[config.mk]
export PLATFORM = sky130hd
export DESIGN_NAME = cam_array
export DESIGN_NICKNAME = d
export VERILOG_FILES = /design/src/rtl/cam_pkg.sv /design/src/rtl/cam_cell.sv /design/src/rtl/cam_array.sv
export SDC_FILE = /design/constraint.sdc
export NUM_CORES = 2
export LEC_CHECK = 0
export CAP_MARGIN = 10
export CORE_AREA = 4 4 462 464
export DETAILED_ROUTE_END_ITERATION = 10
export DIE_AREA = 0 0 466 468
export HOLD_SLACK_MARGIN = 0.02
export PLACE_DENSITY = 0.46
export SLEW_MARGIN = 40
export SYNTH_ARGS = -nofsm -noshare
export SYNTH_HDL_FRONTEND = slang
export SYNTH_SLANG_ARGS = --single-unit
[constraint.sdc]
create_clock -name clk_i -period 67.5 [get_ports clk_i]
set_input_delay 10.125 -clock clk_i [delete_from_list [all_inputs] [get_ports clk_i]]
set_output_delay 10.125 -clock clk_i [all_outputs]
set_load 0.05 [all_outputs]
[src/rtl/cam_pkg.sv]
// cam_pkg: shared defaults and typedefs for the cam_array CAM.
//   CAM_DATA_WIDTH / CAM_ADDR_WIDTH : default entry and index widths
//   cam_entry_t                     : one stored entry
//   cam_idx_t                       : entry index
package cam_pkg;

  localparam int unsigned CAM_DATA_WIDTH = 32;
  localparam int unsigned CAM_ADDR_WIDTH = 5;

  typedef logic [CAM_DATA_WIDTH-1:0] cam_entry_t;
  typedef logic [CAM_ADDR_WIDTH-1:0] cam_idx_t;

endpackage

[src/rtl/cam_cell.sv]
// cam_cell: one CAM entry -- the data register, its valid bit and the
// registered equality comparator.
// Optional feature: CAM_WR_BYPASS_EN makes a same-cycle search compare
// against the post-update entry (written data / cleared valid).
// Ports:
//   clk_i, rst_i         clock, asynchronous active-high reset
//   wr_en_i, wr_data_i   write this entry (write wins over remove)
//   rm_en_i              invalidate this entry
//   search_en_i          search request
//   search_data_i        search key
//   data_o, valid_o      stored data and valid bit
//   match_o              registered match result
module cam_cell
  import cam_pkg::*;
#(
  parameter int unsigned DATA_WIDTH = CAM_DATA_WIDTH
) (
  input  logic                  clk_i,
  input  logic                  rst_i,
  input  logic                  wr_en_i,
  input  logic [DATA_WIDTH-1:0] wr_data_i,
  input  logic                  rm_en_i,
  input  logic                  search_en_i,
  input  logic [DATA_WIDTH-1:0] search_data_i,
  output logic [DATA_WIDTH-1:0] data_o,
  output logic                  valid_o,
  output logic                  match_o
);

  logic [DATA_WIDTH-1:0] data_q, data_d;
  logic                  valid_q, valid_d;
  logic                  match_q, match_d;
  logic [DATA_WIDTH-1:0] cmp_data;
  logic                  cmp_valid;

  always_comb begin
    data_d  = data_q;
    valid_d = valid_q;
    if (rm_en_i) valid_d = 1'b0;
    if (wr_en_i) begin
      data_d  = wr_data_i;
      valid_d = 1'b1;
    end
  end

`ifdef CAM_WR_BYPASS_EN
  // Compare against the state this cycle's write/remove is about to create.
  assign cmp_data  = data_d;
  assign cmp_valid = valid_d;
`else
  assign cmp_data  = data_q;
  assign cmp_valid = valid_q;
`endif

  assign match_d = search_en_i && cmp_valid && (cmp_data == search_data_i);

  always_ff @(posedge clk_i or posedge rst_i) begin
    if (rst_i) begin
      data_q  <= '0;
      valid_q <= 1'b0;
      match_q <= 1'b0;
    end else begin
      data_q  <= data_d;
      valid_q <= valid_d;
      match_q <= match_d;
    end
  end

  assign data_o  = data_q;
  assign valid_o = valid_q;
  assign match_o = match_q;

endmodule

[src/rtl/cam_array.sv]
// cam_array: content-addressable memory of DEPTH entries with write,
// invalidate and 1-cycle-latency search returning a match vector.
// Optional feature: CAM_WR_BYPASS_EN (see cam_cell) lets a search see the
// same-cycle write/remove.
// Ports:
//   clk_i, rst_i                 clock, asynchronous active-high reset
//   write_en_i, wr_addr_i, wr_data_i   write request
//   remove_en_i, rm_addr_i       invalidate request
//   search_en_i, search_data_i   search request and key
//   data_o                       flattened storage, entry k at [DW*(k+1)-1:DW*k]
//   written_o                    per-entry valid bits
//   match_o, match_valid_o       registered match vector and qualifier
//   count_o, full_o, empty_o     number of valid entries and its flags
module cam_array
  import cam_pkg::*;
#(
  parameter int unsigned DATA_WIDTH = CAM_DATA_WIDTH,
  parameter int unsigned ADDR_WIDTH = CAM_ADDR_WIDTH,
  parameter int unsigned DEPTH      = 1 << ADDR_WIDTH,
  parameter int unsigned SIZE       = DATA_WIDTH * DEPTH
) (
  input  logic                  clk_i,
  input  logic                  rst_i,
  input  logic                  write_en_i,
  input  logic [ADDR_WIDTH-1:0] wr_addr_i,
  input  logic [DATA_WIDTH-1:0] wr_data_i,
  input  logic                  remove_en_i,
  input  logic [ADDR_WIDTH-1:0] rm_addr_i,
  input  logic                  search_en_i,
  input  logic [DATA_WIDTH-1:0] search_data_i,
  output logic [SIZE-1:0]       data_o,
  output logic [DEPTH-1:0]      written_o,
  output logic [DEPTH-1:0]      match_o,
  output logic                  match_valid_o,
  output logic [ADDR_WIDTH:0]   count_o,
  output logic                  full_o,
  output logic                  empty_o
);

  localparam logic [ADDR_WIDTH:0] FULL_CNT = (ADDR_WIDTH+1)'(DEPTH);
  localparam logic [ADDR_WIDTH:0] ONE_CNT  = (ADDR_WIDTH+1)'(1);

  logic [DEPTH-1:0]    wr_sel;
  logic [DEPTH-1:0]    rm_sel;
  logic [DEPTH-1:0]    written;
  logic [ADDR_WIDTH:0] count_q, count_d;
  logic                match_valid_q;
  logic                inc, dec;

  for (genvar k = 0; k < DEPTH; k++) begin : g_cell
    assign wr_sel[k] = write_en_i  && (wr_addr_i == ADDR_WIDTH'(k));
    assign rm_sel[k] = remove_en_i && (rm_addr_i == ADDR_WIDTH'(k));

    cam_cell #(
      .DATA_WIDTH (DATA_WIDTH)
    ) u_cell (
      .clk_i         (clk_i),
      .rst_i         (rst_i),
      .wr_en_i       (wr_sel[k]),
      .wr_data_i     (wr_data_i),
      .rm_en_i       (rm_sel[k]),
      .search_en_i   (search_en_i),
      .search_data_i (search_data_i),
      .data_o        (data_o[DATA_WIDTH*k +: DATA_WIDTH]),
      .valid_o       (written[k]),
      .match_o       (match_o[k])
    );
  end

  // Count only real transitions: a write to an already-valid entry adds
  // nothing, and a remove overridden by a same-address write removes nothing.
  assign inc = |(wr_sel & ~written);
  assign dec = |(rm_sel & ~wr_sel & written);

  always_comb begin
    count_d = count_q;
    if (inc && !dec)      count_d = count_q + ONE_CNT;
    else if (dec && !inc) count_d = count_q - ONE_CNT;
  end

  always_ff @(posedge clk_i or posedge rst_i) begin
    if (rst_i) begin
      count_q       <= '0;
      match_valid_q <= 1'b0;
    end else begin
      count_q       <= count_d;
      match_valid_q <= search_en_i;
    end
  end

  assign written_o     = written;
  assign match_valid_o = match_valid_q;
  assign count_o       = count_q;
  assign full_o        = (count_q == FULL_CNT);
  assign empty_o       = (count_q == '0);

endmodule

==> flow_results.xml <==
<?xml version="1.0" encoding="UTF-8"?>
<metrics>
  <group name="routing">
    <metric name="avgViaCountPerCell" unit="">5.247</metric>
    <metric name="vias" unit="">42920</metric>
    <metric name="drc_errors" unit="">0</metric>
    <metric name="detail_route.first_pass.iterations" unit="">8</metric>
    <metric name="finalWirelength" unit="um">335000</metric>
    <metric name="routed-wl-met3" unit="um">32170</metric>
    <metric name="highest-signal-layer" unit="">met5</metric>
    <metric name="drt_first_iter_violations" unit="">4678</metric>
    <metric name="met2RoutedLength" unit="um">154100</metric>
    <metric name="drt-met1-wl" unit="um">134000</metric>
    <metric name="average_wire_length_per_cell_after_detail_routing" unit="um">40.95</metric>
    <metric name="ant_nets" unit="">0</metric>
  </group>
  <group name="clock_tree">
    <metric name="post_cts.resized_instances" unit="">0</metric>
    <metric name="post-cts-setup-buffer-count" unit="">0</metric>
    <metric name="tritoncts.num_buffers" unit="">139</metric>
    <metric name="number_of_buffers_on_the_longest_clock_path" unit="">3</metric>
    <metric name="clock_latency" unit="ns">0.81</metric>
    <metric name="clock_tree_from_tritoncts" unit="">done</metric>
    <metric name="cts.root.buffer_cell" unit="">sky130_fd_sc_hd__clkbuf_16</metric>
    <metric name="clk_pin_slew" unit="ns">0.06</metric>
    <metric name="cts_hold_buf" unit="">0</metric>
    <metric name="h_tree_level_count" unit="">4</metric>
    <metric name="numClockSinks" unit="">1095</metric>
  </group>
  <group name="sta">
    <metric name="rsz0062_at_grt" unit="">false</metric>
    <metric name="period_share" unit="%">21.58</metric>
    <metric name="max-slew-margin-rel" unit="%">39.99</metric>
    <metric name="fin_tns_setup" unit="ns">0</metric>
    <metric name="worst-slew-pin-transition" unit="ns">0.9001</metric>
    <metric name="fin_ws" unit="ns">52.93</metric>
    <metric name="post_layout_minimum_cycle_time" unit="ns">14.57</metric>
    <metric name="finalHoldViolCount" unit="">0</metric>
    <metric name="achievable-frequency" unit="MHz">68.65</metric>
    <metric name="setup_viol" unit="">0</metric>
    <metric name="clock_skew" unit="ns">0.03728</metric>
    <metric name="timing_max_transition_violations_final" unit="">0</metric>
  </group>
  <group name="synthesis">
    <metric name="yosys.cell_count.top_type" unit="">sky130_fd_sc_hd__dfrtp_1</metric>
    <metric name="yosys-top-cells-count" unit="">1,095 x sky130_fd_sc_hd__dfrtp_1, 925 x sky130_fd_sc_hd__mux2_2, 721 x sky130_fd_sc_hd__xor2_1</metric>
    <metric name="ys_dominant_reg_cell" unit="">sky130_fd_sc_hd__dfrtp_1</metric>
    <metric name="yosysWarningCount" unit="">0</metric>
    <metric name="syn_avg_cell_area" unit="um2">12.79</metric>
    <metric name="yosysTopAreaCell" unit="">sky130_fd_sc_hd__dfrtp_1</metric>
    <metric name="syn-num-nets" unit="">4330</metric>
    <metric name="post_synth_num_cell_types" unit="">50</metric>
    <metric name="synth_async_sr_flop_share" unit="%">100.0</metric>
    <metric name="synth.cell_area" unit="mm2">0.05429</metric>
    <metric name="synth.top_cells.by_area" unit="">sky130_fd_sc_hd__dfrtp_1 50%, sky130_fd_sc_hd__mux2_2 19%, sky130_fd_sc_hd__xor2_1 12%</metric>
    <metric name="synth-seq-area-share" unit="%">50.47</metric>
    <metric name="post-synth-top-area-fraction" unit="%">50.47</metric>
    <metric name="synth-seq-cells" unit="">1095</metric>
    <metric name="postSynthCellCount" unit="">4245</metric>
    <metric name="synth-edff-count" unit="">0</metric>
  </group>
  <group name="setup_path">
    <metric name="required" unit="ns">68.37</metric>
    <metric name="reg2reg_depth" unit="">12</metric>
    <metric name="crit_path_start" unit="">rst_i</metric>
    <metric name="critical_setup_path_kind" unit="">primary input to asynchronous set/reset pin</metric>
    <metric name="crit_path_top_delay_cell" unit="">sky130_fd_sc_hd__buf_4</metric>
    <metric name="crit_path_frequent_cell" unit="">sky130_fd_sc_hd__buf_6</metric>
    <metric name="data_arrival_critical_path" unit="ns">15.44</metric>
    <metric name="cp_endpoint_kind" unit="">asynchronous set/reset pin</metric>
    <metric name="regToRegStartpoint" unit="">g_cell[1].u_cell.valid_o$_DFFE_PP0P_</metric>
    <metric name="cpPeakStageDelay" unit="ns">0.69</metric>
    <metric name="crit_chain" unit="">clkdlybuf4s50_1, inv_12, buf_12, buf_16, buf_6, buf_12, buf_6, buf_4, buf_4, buf_6</metric>
    <metric name="timing.critical_path.from_type" unit="">primary input</metric>
    <metric name="crit_fanout" unit="">124</metric>
  </group>
  <group name="place">
    <metric name="pre_cts_slack" unit="ns">50.96</metric>
    <metric name="place.port_buffers" unit="">1175</metric>
    <metric name="dp.final_hpwl" unit="um">229600</metric>
    <metric name="finalWeightedCongestion" unit="">0.8627</metric>
  </group>
  <group name="global_route">
    <metric name="grt_pass1_wl" unit="um">433200</metric>
    <metric name="grt_remaining_overflow" unit="">0</metric>
    <metric name="pin_count_of_the_biggest_net_entering_global_routing" unit="">139</metric>
    <metric name="number_of_global_route_vias_before_repair" unit="">42570</metric>
    <metric name="global_route.usage.total" unit="%">29.73</metric>
    <metric name="antenna_found_initial" unit="">44</metric>
  </group>
  <group name="die">
    <metric name="placementRows" unit="">168</metric>
    <metric name="die_h" unit="um">468</metric>
    <metric name="die_w" unit="um">466</metric>
    <metric name="core" unit="mm2">0.2092</metric>
    <metric name="floorplan.initialDensity" unit="%">25.96</metric>
    <metric name="number_of_placed_i_o_pins" unit="">1176</metric>
    <metric name="dieArea" unit="mm2">0.2181</metric>
  </group>
  <group name="cells_and_area">
    <metric name="layout-drive-gt1-share" unit="%">25.83</metric>
    <metric name="syn_to_final_growth" unit="%">34.46</metric>
    <metric name="fillerInstances" unit="">20860</metric>
    <metric name="final_net_count" unit="">5329</metric>
  </group>
  <group name="min_path">
    <metric name="startpoint_of_the_most_critical_hold_path" unit="">g_cell[30].u_cell.data_o[28]$_DFFE_PP0P_</metric>
    <metric name="hold_depth" unit="">2</metric>
    <metric name="hp-class" unit="">flip-flop to flip-flop</metric>
  </group>
  <group name="pwr">
    <metric name="power.leakage" unit="nW">31.56</metric>
    <metric name="power.combinational.fraction" unit="%">39.5</metric>
    <metric name="power.sequential.fraction" unit="%">34.2</metric>
    <metric name="switching_power_summed_over_all_nets" unit="W">0.001272</metric>
    <metric name="netSwitchingFraction" unit="%">44.34</metric>
    <metric name="clockPowerShare" unit="%">26.2</metric>
    <metric name="power.density" unit="mW/mm2">39.29</metric>
    <metric name="maximum_ir_drop_on_the_vdd_rail" unit="V">0.00002665</metric>
    <metric name="cell_internal_pwr" unit="W">0.001596</metric>
  </group>
  <group name="outcome">
    <metric name="outcome" unit="">finished clean</metric>
  </group>
  <group name="job">
    <metric name="max_cap_viol_count" unit="">0</metric>
  </group>
</metrics>
==> layer usage <==
| metal | GRT usage, % | up-vias |
|---|---|---|
| li1 | - | 16710 |
| met1 | 37.66 | 23090 |
| met2 | 47.80 | 2575 |
| met3 | 8.609 | 541 |
| met4 | 11.52 | 2 |
| met5 | 0 | - |
==> path summary, 6_finish.rpt <==
kind                                                                 end  slack, ns
worst max-delay path             g_cell[0].u_cell.data_o[14]$_DFFE_PP0P_      52.93
worst min-delay path            g_cell[30].u_cell.data_o[28]$_DFFE_PP0P_       0.54
worst max register to register                    count_o[5]$_DFFE_PP0P_      63.73
worst min register to register  g_cell[30].u_cell.data_o[28]$_DFFE_PP0P_       0.54
max in group clk_i                                count_o[5]$_DFFE_PP0P_      53.14
min in group asynchronous        g_cell[9].u_cell.data_o[29]$_DFFE_PP0P_       9.87
==> worst max-delay path, delay by kind of cell <==
kind / cells / cell delay, ns
buffers and inverters: 10 / 5.03
==> power groups by stage <==
stage               Combinational (W)  Sequential, W  Clock, W
finish                        0.00113       0.000982  0.000752
global route                  0.00117       0.000991  0.000790
CTS                           0.00114       0.000981  0.000764
detailed placement            0.00113       0.000991         0
global placement              0.00113       0.000990         0
floorplan                    0.000286        0.00133         0
==> per-stage QoR <==
stage | std cells | area [um2] | hold WS (ns) | power (W) | utilization, %
2_1_floorplan | 4245 | 54290 | 0.4948 | 0.001616 | -
3_3_place_gp | 7892 | 67870 | 0.5057 | 0.002121 | 32.45
3_5_place_dp | 7907 | 68400 | 0.5134 | 0.002125 | 32.70
4_1_cts | 8151 | 72890 | 0.5346 | 0.002883 | 34.85
5_1_grt | 8157 | 72940 | 0.5481 | 0.002955 | 34.88
6_report | 8180 | 73000 | 0.5362 | 0.002868 | 34.90
==> state kept, by name (all words and copies together), names as in the netlist <==
| name | flops |
|---|---|
| count_o | 6 |
| g_cell.u_cell.valid_o | 32 |
| g_cell.u_cell.match_o | 32 |
| g_cell.u_cell.data_o | 1024 |
| match_valid_o | 1 |
==> cells in the final DEF (no fill, tap or decap), types with 5 or more instances in the layout <==
| cell | netlist | layout |
|---|---|---|
| sky130_fd_sc_hd__nand4_1 | 145 | 145 |
| sky130_fd_sc_hd__buf_2 | 152 | 5 |
| sky130_fd_sc_hd__clkbuf_16 | 0 | 141 |
| sky130_fd_sc_hd__buf_12 | 0 | 5 |
| sky130_fd_sc_hd__and4b_1 | 5 | 5 |
| sky130_fd_sc_hd__a21o_1 | 10 | 10 |
| sky130_fd_sc_hd__buf_4 | 84 | 123 |
| sky130_fd_sc_hd__nor4_1 | 165 | 163 |
| sky130_fd_sc_hd__o2111ai_1 | 21 | 21 |
| sky130_fd_sc_hd__nand2_1 | 195 | 184 |
| sky130_fd_sc_hd__o22ai_1 | 9 | 9 |
| sky130_fd_sc_hd__ha_1 | 5 | 5 |
| sky130_fd_sc_hd__dfrtp_1 | 1095 | 1095 |
| sky130_fd_sc_hd__mux2_2 | 925 | 925 |
| sky130_fd_sc_hd__nand2_4 | 0 | 11 |
| sky130_fd_sc_hd__or4_1 | 32 | 32 |
| sky130_fd_sc_hd__clkdlybuf4s50_1 | 0 | 1105 |
| sky130_fd_sc_hd__o21ai_0 | 6 | 6 |
| sky130_fd_sc_hd__buf_6 | 36 | 30 |
| sky130_fd_sc_hd__xnor2_1 | 303 | 303 |
| sky130_fd_sc_hd__o32ai_1 | 8 | 8 |
| sky130_fd_sc_hd__inv_6 | 0 | 8 |
| sky130_fd_sc_hd__clkinv_2 | 0 | 17 |
| sky130_fd_sc_hd__clkbuf_1 | 150 | 35 |
| sky130_fd_sc_hd__inv_1 | 7 | 6 |
| sky130_fd_sc_hd__clkbuf_8 | 0 | 32 |
| sky130_fd_sc_hd__nand3_1 | 5 | 5 |
| sky130_fd_sc_hd__nor4_2 | 31 | 33 |
| sky130_fd_sc_hd__buf_16 | 0 | 10 |
| sky130_fd_sc_hd__diode_2 | 0 | 28 |
| sky130_fd_sc_hd__xor2_1 | 721 | 721 |
| sky130_fd_sc_hd__mux2_1 | 69 | 69 |
| sky130_fd_sc_hd__nor2_4 | 0 | 9 |
==> layout make-up <==
class	instances	area (um2)	share of cell area, %
sequential	1095	27400	37.54
antenna	28	70.07	0.09598
multi-input combinational	2718	24690	33.82
tap	2805	3510	4.808
clock buffer	207	4086	5.598
timing repair buffer	1283	12800	17.53
inverter	7	38.79	0.05313
clock inverter	37	409.1	0.5605
==> logic make-up after synthesis <==
kind of cell | count (synthesis) | synth area share (%)
adder cells (fa/ha/maj) | 6 | 0.1521
multiplexers | 995 | 20.64
AND/OR/NAND/NOR | 630 | 6.911
AO/OA/AOI/OAI | 63 | 0.8965
flip-flops | 1095 | 50.47
XOR/XNOR | 1024 | 16.52
buffers and inverters | 432 | 4.416
(Power assumes the default switching activity.)
